**src/rtl/seg14_scroll_mux.sv**
```systemverilog
// rtl/seg14_scroll_mux.sv - multiplexed, scrolling 14-segment display bank driver
module seg14_scroll_mux #(
    parameter int NUM_DIGITS    = 12,
    parameter int MSG_LEN       = 16,
    parameter int DWELL         = 1,
    parameter int SCROLL_FRAMES = 64
) (
    input  logic                        clk,
    input  logic                        rst_n,
    input  logic                        wr_en,
    input  logic [$clog2(MSG_LEN)-1:0]  wr_addr,
    input  logic [5:0]                  wr_char,
    input  logic [$clog2(MSG_LEN):0]    msg_len,
    input  logic                        scroll_en,
    input  logic                        blank,
    output logic [NUM_DIGITS-1:0]       sel,
    output logic [13:0]                 segm,
    output logic                        frame_start
);

    localparam int AW = $clog2(MSG_LEN);
    localparam int LW = AW + 1;
    localparam int DW = $clog2(NUM_DIGITS);
    localparam int CW = $clog2(DWELL + 1);
    localparam int FW = $clog2(SCROLL_FRAMES + 1);
    // ofs + digit index stays below 2*MSG_LEN, one spare bit keeps the sum exact
    localparam int SW = LW + 1;

    localparam logic [5:0] CH_SPACE = 6'd37;

    logic [5:0]    buffer [MSG_LEN];
    logic [CW-1:0] dwell_cnt;
    logic [DW-1:0] digit_idx;
    logic [FW-1:0] frame_cnt;
    logic [AW-1:0] ofs;

    logic [LW-1:0] eff_len;
    logic          dwell_wrap;
    logic          digit_wrap;
    logic          frame_wrap;
    logic [SW-1:0] sum;
    logic [AW-1:0] rd_idx;
    logic [5:0]    disp_char;

    // Glyph table: bit 13..6 = a,b,c,d,e,f,g1,g2; bit 5..0 = h,i,j,k,l,m
    // (upper-left diag, upper centre, upper-right diag, lower-right diag,
    // lower centre, lower-left diag). Unassigned codes render as space.
    function automatic logic [13:0] glyph_of(input logic [5:0] c);
        logic [13:0] g;
        case (c)
            6'd0:    g = 14'b11111100_001001;
            6'd1:    g = 14'b01100000_001000;
            6'd2:    g = 14'b11011011_000000;
            6'd3:    g = 14'b11110001_000000;
            6'd4:    g = 14'b01100111_000000;
            6'd5:    g = 14'b10110111_000000;
            6'd6:    g = 14'b10111111_000000;
            6'd7:    g = 14'b11100000_000000;
            6'd8:    g = 14'b11111111_000000;
            6'd9:    g = 14'b11110111_000000;
            6'd10:   g = 14'b11101111_000000; // A
            6'd11:   g = 14'b11110001_010010; // B
            6'd12:   g = 14'b10011100_000000; // C
            6'd13:   g = 14'b11110000_010010; // D
            6'd14:   g = 14'b10011110_000000; // E
            6'd15:   g = 14'b10001110_000000; // F
            6'd16:   g = 14'b10111101_000000; // G
            6'd17:   g = 14'b01101111_000000; // H
            6'd18:   g = 14'b10010000_010010; // I
            6'd19:   g = 14'b01111000_000000; // J
            6'd20:   g = 14'b00001110_001100; // K
            6'd21:   g = 14'b00011100_000000; // L
            6'd22:   g = 14'b01101100_101000; // M
            6'd23:   g = 14'b01101100_100100; // N
            6'd24:   g = 14'b11111100_000000; // O
            6'd25:   g = 14'b11001111_000000; // P
            6'd26:   g = 14'b11111100_000100; // Q
            6'd27:   g = 14'b11001111_000100; // R
            6'd28:   g = 14'b10110111_000000; // S
            6'd29:   g = 14'b10000000_010010; // T
            6'd30:   g = 14'b01111100_000000; // U
            6'd31:   g = 14'b00001100_001001; // V
            6'd32:   g = 14'b01101100_000101; // W
            6'd33:   g = 14'b00000000_101101; // X
            6'd34:   g = 14'b00000000_101010; // Y
            6'd35:   g = 14'b10010000_001001; // Z
            6'd36:   g = 14'b11101100_100100; // N-tilde: N with a top bar
            default: g = 14'b00000000_000000; // space and unused codes
        endcase
        return g;
    endfunction

    // Clamp the requested message length to the physical buffer depth
    always_comb begin
        eff_len = msg_len;
        if (msg_len > LW'(MSG_LEN)) begin
            eff_len = LW'(MSG_LEN);
        end
    end

    assign dwell_wrap = (dwell_cnt == CW'(DWELL - 1));
    assign digit_wrap = dwell_wrap && (digit_idx == DW'(NUM_DIGITS - 1));
    assign frame_wrap = digit_wrap && (frame_cnt == FW'(SCROLL_FRAMES - 1));

    // Character buffer: cleared to space on reset, out-of-range writes dropped
    always_ff @(posedge clk or negedge rst_n) begin
        if (!rst_n) begin
            for (int i = 0; i < MSG_LEN; i++) begin
                buffer[i] <= CH_SPACE;
            end
        end else if (wr_en && (LW'(wr_addr) < LW'(MSG_LEN))) begin
            buffer[wr_addr] <= wr_char;
        end
    end

    // Free-running scan: dwell -> digit -> frame, each advancing on the wrap of the one below
    always_ff @(posedge clk or negedge rst_n) begin
        if (!rst_n) begin
            dwell_cnt <= '0;
            digit_idx <= '0;
            frame_cnt <= '0;
        end else begin
            dwell_cnt <= dwell_wrap ? '0 : dwell_cnt + CW'(1);
            if (dwell_wrap) begin
                digit_idx <= digit_wrap ? '0 : digit_idx + DW'(1);
            end
            if (digit_wrap) begin
                frame_cnt <= frame_wrap ? '0 : frame_cnt + FW'(1);
            end
        end
    end

    // Scroll offset: steps only as digit_idx returns to 0, so a frame never mixes offsets
    always_ff @(posedge clk or negedge rst_n) begin
        if (!rst_n) begin
            ofs <= '0;
        end else if (!scroll_en || (LW'(ofs) >= eff_len)) begin
            ofs <= '0;
        end else if (frame_wrap) begin
            ofs <= ((LW'(ofs) + LW'(1)) >= eff_len) ? '0 : ofs + AW'(1);
        end
    end

    // Pick the character for the digit being scanned this cycle
    always_comb begin
        sum       = '0;
        rd_idx    = '0;
        disp_char = CH_SPACE;
        if (eff_len != '0) begin
            if (scroll_en) begin
                sum    = SW'(ofs) + SW'(digit_idx);
                rd_idx = AW'(sum % SW'(eff_len));
            end else begin
                rd_idx = AW'(digit_idx);
            end
            if (scroll_en || (LW'(digit_idx) < eff_len)) begin
                disp_char = buffer[rd_idx];
            end
        end
    end

    // Registered pad drive; frame_start marks the scan position, so it keeps ticking while blanked
    always_ff @(posedge clk or negedge rst_n) begin
        if (!rst_n) begin
            sel         <= '0;
            segm        <= '0;
            frame_start <= 1'b0;
        end else begin
            frame_start <= (digit_idx == '0) && (dwell_cnt == '0);
            if (blank) begin
                sel  <= '0;
                segm <= '0;
            end else begin
                sel  <= NUM_DIGITS'(1) << digit_idx;
                segm <= glyph_of(disp_char);
            end
        end
    end

endmodule
```
**config.mk**
```make
export PLATFORM = sky130hd
export DESIGN_NAME = seg14_scroll_mux
export DESIGN_NICKNAME = d
export VERILOG_FILES = /design/src/rtl/seg14_scroll_mux.sv
export SDC_FILE = /design/constraint.sdc
export NUM_CORES = 1
export LEC_CHECK = 0
export ABC_CLOCK_PERIOD_IN_PS = 11430
export CAP_MARGIN = 20
export CORE_MARGIN = 2
export CORE_UTILIZATION = 55
export CTS_BUF_LIST = sky130_fd_sc_hd__clkbuf_4 sky130_fd_sc_hd__clkbuf_8
export DETAILED_ROUTE_END_ITERATION = 10
export MAX_ROUTING_LAYER = met4
export PLACE_DENSITY = 0.86
export RECOVER_POWER = 50
export SYNTH_ARGS = -nofsm -noshare
export SYNTH_HDL_FRONTEND = slang
export SYNTH_SLANG_ARGS = --single-unit
export TNS_END_PERCENT = 20
```
**constraint.sdc**
```tcl
create_clock -name clk -period 11.43 [get_ports clk]
set_clock_uncertainty 0.2 [all_clocks]
set_input_delay 1.7145 -clock clk [delete_from_list [all_inputs] [get_ports clk]]
set_output_delay 1.7145 -clock clk [all_outputs]
set_load 0.01 [all_outputs]
```
-- Word level (Yosys, flattened, before mapping)
Memory sizes are Yosys's and may differ from the RTL's.
Index checks and enable logic that the tools add are counted.
- add/sub/neg operators: 6
- equality and inequality tests: 2
- div/mod/pow operators: 1
- shifts and indexed selects: 1
- bitwise logic cells: 3
- multiplexer cells: 19
- reduce and logical (&&, ||, !) cells: 10
- order comparisons: 7
- operators by type and width (kind ; count):
    $bwmux W96 ; 1
    $mux W6 ; 5
    $bmux W6 S4 ; 1
    $demux W6 S4 ; 1
    $mux W4 ; 6
    $mux W14 ; 1
    $mux W12 ; 1
    $shl A1 B4 Y12 const A ; 1
    $ge A5 B5 Y1 const B ; 2
    $not A4 Y5 ; 2
    $add A4 B1 Y4 const B ; 2
    $add A7 B1 Y7 const B ; 1
    $eq A7 B6 Y1 const B ; 1
    $mux W7 ; 1
    $mod A6 B5 Y6 ; 1
    $add A4 B1 Y5 const B ; 1
    $add A4 B4 Y5 ; 1
    $ge A4 B5 Y1 ; 1
    $ge A5 B5 Y1 ; 1
    $gt A5 B5 Y1 const B ; 1
    $lt A4 B5 Y1 ; 1
    $lt A5 B1 Y1 const B ; 1
    $mux W5 ; 1
    $reduce_bool A5 Y1 ; 1
    9 further kinds ; 13
- ROM bits: 896
- output and inout bits: 27
- register bits after elaboration: 139
- input port bits: 20
- memories: 1
- logic and storage cells: 73
- memories (memory ; depth ; bits a word ; read ports ; clocked after memory_dff ; write ports ; RTL line ; text):
    (name not given) ; 64 ; 14 ; 1 ; 0 ; 0 ; 50 ; case (c)

-- Logic depth before layout (Yosys ltp)
An unclocked memory read counts as a cell.
- depth in word-level cells: 13
- depth in mapped cells: 46

-- Worst setup path before layout
No wires, ideal clock.
- kind: in2reg
- from: in msg_len[4]
- to: reg segm[8]
- arrival time: 10.091 ns
- setup slack: 1.063 ns
- stages: 38
- cell sequence: clkinv_1 nand2_1 ha_1 a21oi_1 nor3_1 o32a_1 ha_1 or3_1 a21oi_1 nor2_1 ha_1 a21o_1 o211ai_1 nand2_1 a31o_2 ha_1 and4_1 a31o_1 [... 2 more ...] ha_1 a21oi_1 o21ai_0 a221o_1 o31ai_2 nor2_4 buf_2 nor2_1 a32oi_1 and3_1 a22oi_2 inv_1 ha_1 inv_1 nor3_1 a32o_1 or3_1 o21ai_1
- word-level cells in the longest chain between the ends: 13
- elaborated cells on any way between the ends: 16
- RTL lines (item ; RTL line ; text):
    start, declared ; 13 ; input logic [$clog2(MSG_LEN):0] msg_len,
    $gt A5 B5 Y1 ; 96 ; if (msg_len > LW'(MSG_LEN)) begin
    $mux W5 (*) ; 96 ;
    $mod A6 B5 Y6 ; 152 ; rd_idx = AW'(sum % SW'(eff_len));
    $mux W4 ; 150 ; if (scroll_en) begin
    $mux W4 ; 149 ; if (eff_len != '0) begin
    $not A4 Y5 (not written as such) ; 157 ; disp_char = buffer[rd_idx];
    $bmux W6 S4 ; 157 ;
    $mux W6 (not written as such) (2 in a row) ; 157 ;
    $mux W6 ; 156 ; if (scroll_en || (LW'(digit_idx) < eff_len)) begin
    $mux W6 (*) ; 149 ;
    $mem_v2 Z64 W14 (*) ; -- ;
    $mux W14 (*) ; 170 ; if (blank) begin
    end signal, assigned ; 175 ; segm <= glyph_of(disp_char);
    end, declared ; 17 ; output logic [13:0] segm,
Every way passes the cells marked *; elsewhere a longest branch is shown, timed or not. The select of a mux whose other input is x is not followed.
A chain may end at the register's enable or synchronous reset.

-- Worst setup path after layout
Same ends and word-level chain as after synthesis.

==> summary.md <==
| Metric | Value |
|---|---|
| Outcome | complete, but fails checks |
| Failing checks | capacitance limit, slew limit |
| Period utilization | 0.959 |
| Num CTS Buffers | 17 |
| Vias/cell | 6.42 |
| F_max | 91.2 MHz |
| RD Place Congestion | ~0.97 |
| Distinct cell type count after synthesis | 87 |
| Crit start category | input port |
| CTS Sinks | 138 |
| Final Hold Fails | 0 |
| Post-Synth Simple-Gate Area | 0.144 |
| Post-Synth XOR/XNOR Area | 0.0133 |
| Max-cap violations | 2 |
| CTS tree | built |
| Initial drt markers | 647 |
| Largest net degree at the start of global routing | 87 |
| Gate Count Post-Synth | between 800 and 900 |
| Syn_nets | 898 |
| DP HPWL | 14700 µm |
| Most frequent CP cell | ha_1 |
| Mapped cell area | between 8000 and 9000 µm² |
| Later-pin clock latency in the skew report | about 0.47 ns |
| I/O pin count | 47 |
| DR vias | 6999 |
| Sequential area share after synthesis | 0.410 |
| Layout Nets | 965 |
| Die Span X | 129 µm |
| H-tree lvl count | 4 |
| Detailed Route WL | 21100 µm |
| Worst EP arrival | 11.14 ns |
| Min-delay worst type | reg -> reg |
| DRT antenna net count | 0 |
| Antenna Diode Count | 0 |
| Leakage | 0.00428 µW |
| DIE AREA | 16600 µm² |
| Post-Layout Cell Count | 1091 |
| Async set-reset flop share out of synthesis | 1.00 |
| RSZ-0062 raised after global routing | false |
| Critical path fanouts, max | 7 |
| Most frequent cells in the layout | mux2_2 (106), dfrtp_1 (90), nor2_1 (58) |
| Drt drc | 0 |
| Synth Area in Adders | 0.0806 |
| Worst path max stage delay | around 0.6 ns |
| P&R area growth vs syn | 14.3% |
| Share of post-route cells with drive strength above 1 | 0.281 |
| Cell family with most CP delay | compound AO/OA/AOI/OAI gates |
| Clk buf depth | 2 |
| Dpl cells | approximately 1.0k |
| Pre-antenna DRT Iters | 6 |
| Mux cell area share after synthesis | 0.157 |
| Slew @ Worst Pin | 3.75 ns |
| Final instance area | approximately 9800 µm² |
| Worst VDD drop | 0.168 mV |
| Placed inst area | 9290 µm² |
| Crit Reg-Reg Endpoint | segm[8] |
| Initial antenna violation count | 0 |
| Die outline height | 129 µm |
| Post-layout min period | 10.96 ns |
| Core area | around 15000 µm² |
| Yosys warns | 0 |
| Slowest cell on the critical path | clkdlybuf4s50_1 |
| Post-place setup slack | -0.129 ns |
| Critical Path End Type | register |
| Avg Inst Size Synth | a little over 10 µm² |
| Routed WL per cell | 19.3 µm |
| Required @ worst endpoint | 11.61 ns |
| Worst Setup SP | msg_len[4] |
| WP buf/inv | 5 |
| GRT overflow | 0 |
| Ys flop type | dfrtp_1 |
| Clock-pin slew on the worst setup and hold paths | 0.08 ns |
| CP endpoint | segm[8] |
| Cell area power density | 192 nW/µm² |
| Starting density of the core | 0.564 |
| First-pass GRT wire length | 34100 µm |
| Number of cells on the critical path | 39 |
| Final setup margin | 0.467 ns |
| FP Rows | 45 |
| R2R cell count | 42 |
| Largest family of logic cells by synthesized area | compound AO/OA/AOI/OAI gates |
| Commonest non-fill, non-tap cell in the layout | mux2_2 |
| Worst r2r src | digit_idx[0] |
| Endpoints failing setup | 0 |
| Synth Area in Compound Gates | 0.163 |
| Reg2reg setup slack | 1.29 ns |
| Total track usage | 0.270 |
| Clock Tree Root | clkbuf_8 |
| Slew HR | -1.50 |
| Crit path kind | in -> reg |
| EDFF count, synth | 0 |
| Vias in the first global route | 6743 |
| IO Port Bufs | 46 |
| Pins Over Slew Limit | 130 |
| Yosys reg bits | 138 |
[how the worst min path moves through the flow]
| stage | start | end | slack, ns | cells past startpoint |
|---|---|---|---|---|
| 3_3_place_gp | frame_cnt[6] | frame_cnt[6] | 0.28 | 1 |
| 4_1_cts | buffer[87] | buffer[87] | 0.30 | 1 |
| 2_1_floorplan | frame_cnt[6] | frame_cnt[6] | 0.25 | 1 |
| 5_1_grt | buffer[61] | buffer[61] | 0.32 | 1 |
| 3_5_place_dp | frame_cnt[6] | frame_cnt[6] | 0.29 | 1 |
| 6_report | buffer[87] | buffer[87] | 0.30 | 1 |
[layer usage]
metal,part of all wire,GRT usage
met4,0.027,0.0940
met1,0.43,0.353
met2,0.47,0.405
met5,0,-
met3,0.075,0.0744
[stage by stage]
| stage | power [µW] | setup TNS [ns] | hold slack [ns] | utilization |
|---|---|---|---|---|
| 2_1_floorplan | 1200 | 0 | 0.255 | - |
| 3_3_place_gp | 1420 | 0 | 0.275 | 0.611 |
| 3_5_place_dp | 1440 | -0.179 | 0.285 | 0.611 |
| 4_1_cts | 1840 | 0 | 0.304 | 0.637 |
| 5_1_grt | 1980 | 0 | 0.325 | 0.644 |
| 6_report | 1880 | 0 | 0.304 | 0.644 |
[cells in the mapped netlist (7+ instances only)]
library cell / count / share of area
inv_1: 31 / 0.014
nor3_1: 16 / 0.0093
or3_1: 7 / 0.0051
a21o_1: 16 / 0.014
dfrtp_1: 90 / 0.26
a21oi_1: 29 / 0.017
dfstp_2: 48 / 0.15
o211ai_1: 7 / 0.0061
o21ai_0: 32 / 0.019
nor2_1: 58 / 0.025
xnor2_1: 8 / 0.0082
ha_1: 52 / 0.076
nand3_1: 38 / 0.022
mux2i_1: 11 / 0.013
and3_1: 14 / 0.010
a211oi_1: 10 / 0.0088
clkbuf_1: 27 / 0.012
and2_1: 8 / 0.0058
nand2b_1: 11 / 0.0080
a31oi_1: 9 / 0.0066
nand2_1: 57 / 0.025
mux2_2: 106 / 0.14
[report_power, final]
part | switching, µW | internal, µW | leakage, µW | total [µW]
clock | 190 | 206 | 0.000202 | 396
sequential | 47.5 | 611 | 0.00166 | 659
combinational | 470 | 357 | 0.00243 | 827
[repair_timing]
action                     in CTS  in global routing
hold buffers                    0                  0
resized for setup               0                  6
setup endpoints to repair       0                 14
setup buffers                   0                 12
[state kept, by name, indices dropped and copies added, names as in the netlist]
name	count
buffer	96
digit_idx	4
frame_cnt	7
frame_start	1
ofs	4
segm	14
sel	12
[area by class of cell]
type | instances | area [µm²]
Inverter | 34 | 128
Tap cell | 188 | 235
Timing Repair Buffer | 82 | 717
Fill cell | 1129 | 5410
Clock buffer | 20 | 269
Clock inverter | 11 | 123
Sequential cell | 138 | 3510
Multi-Input combinational cell | 618 | 4810
[kinds of logic (layout without fill, tap and decap cells)]
group / count (synthesis) / after routing
and+or+nand+nor: 245 / 245
xor gates and xnor gates: 13 / 13
AOI/OAI and AO/OA: 186 / 186
DFF: 138 / 138
other: 1 / 1
buffers and inverters: 68 / 147
adders and majority gates: 54 / 54
muxes: 119 / 119
Note: power is estimated with default switching activity, not from simulation.
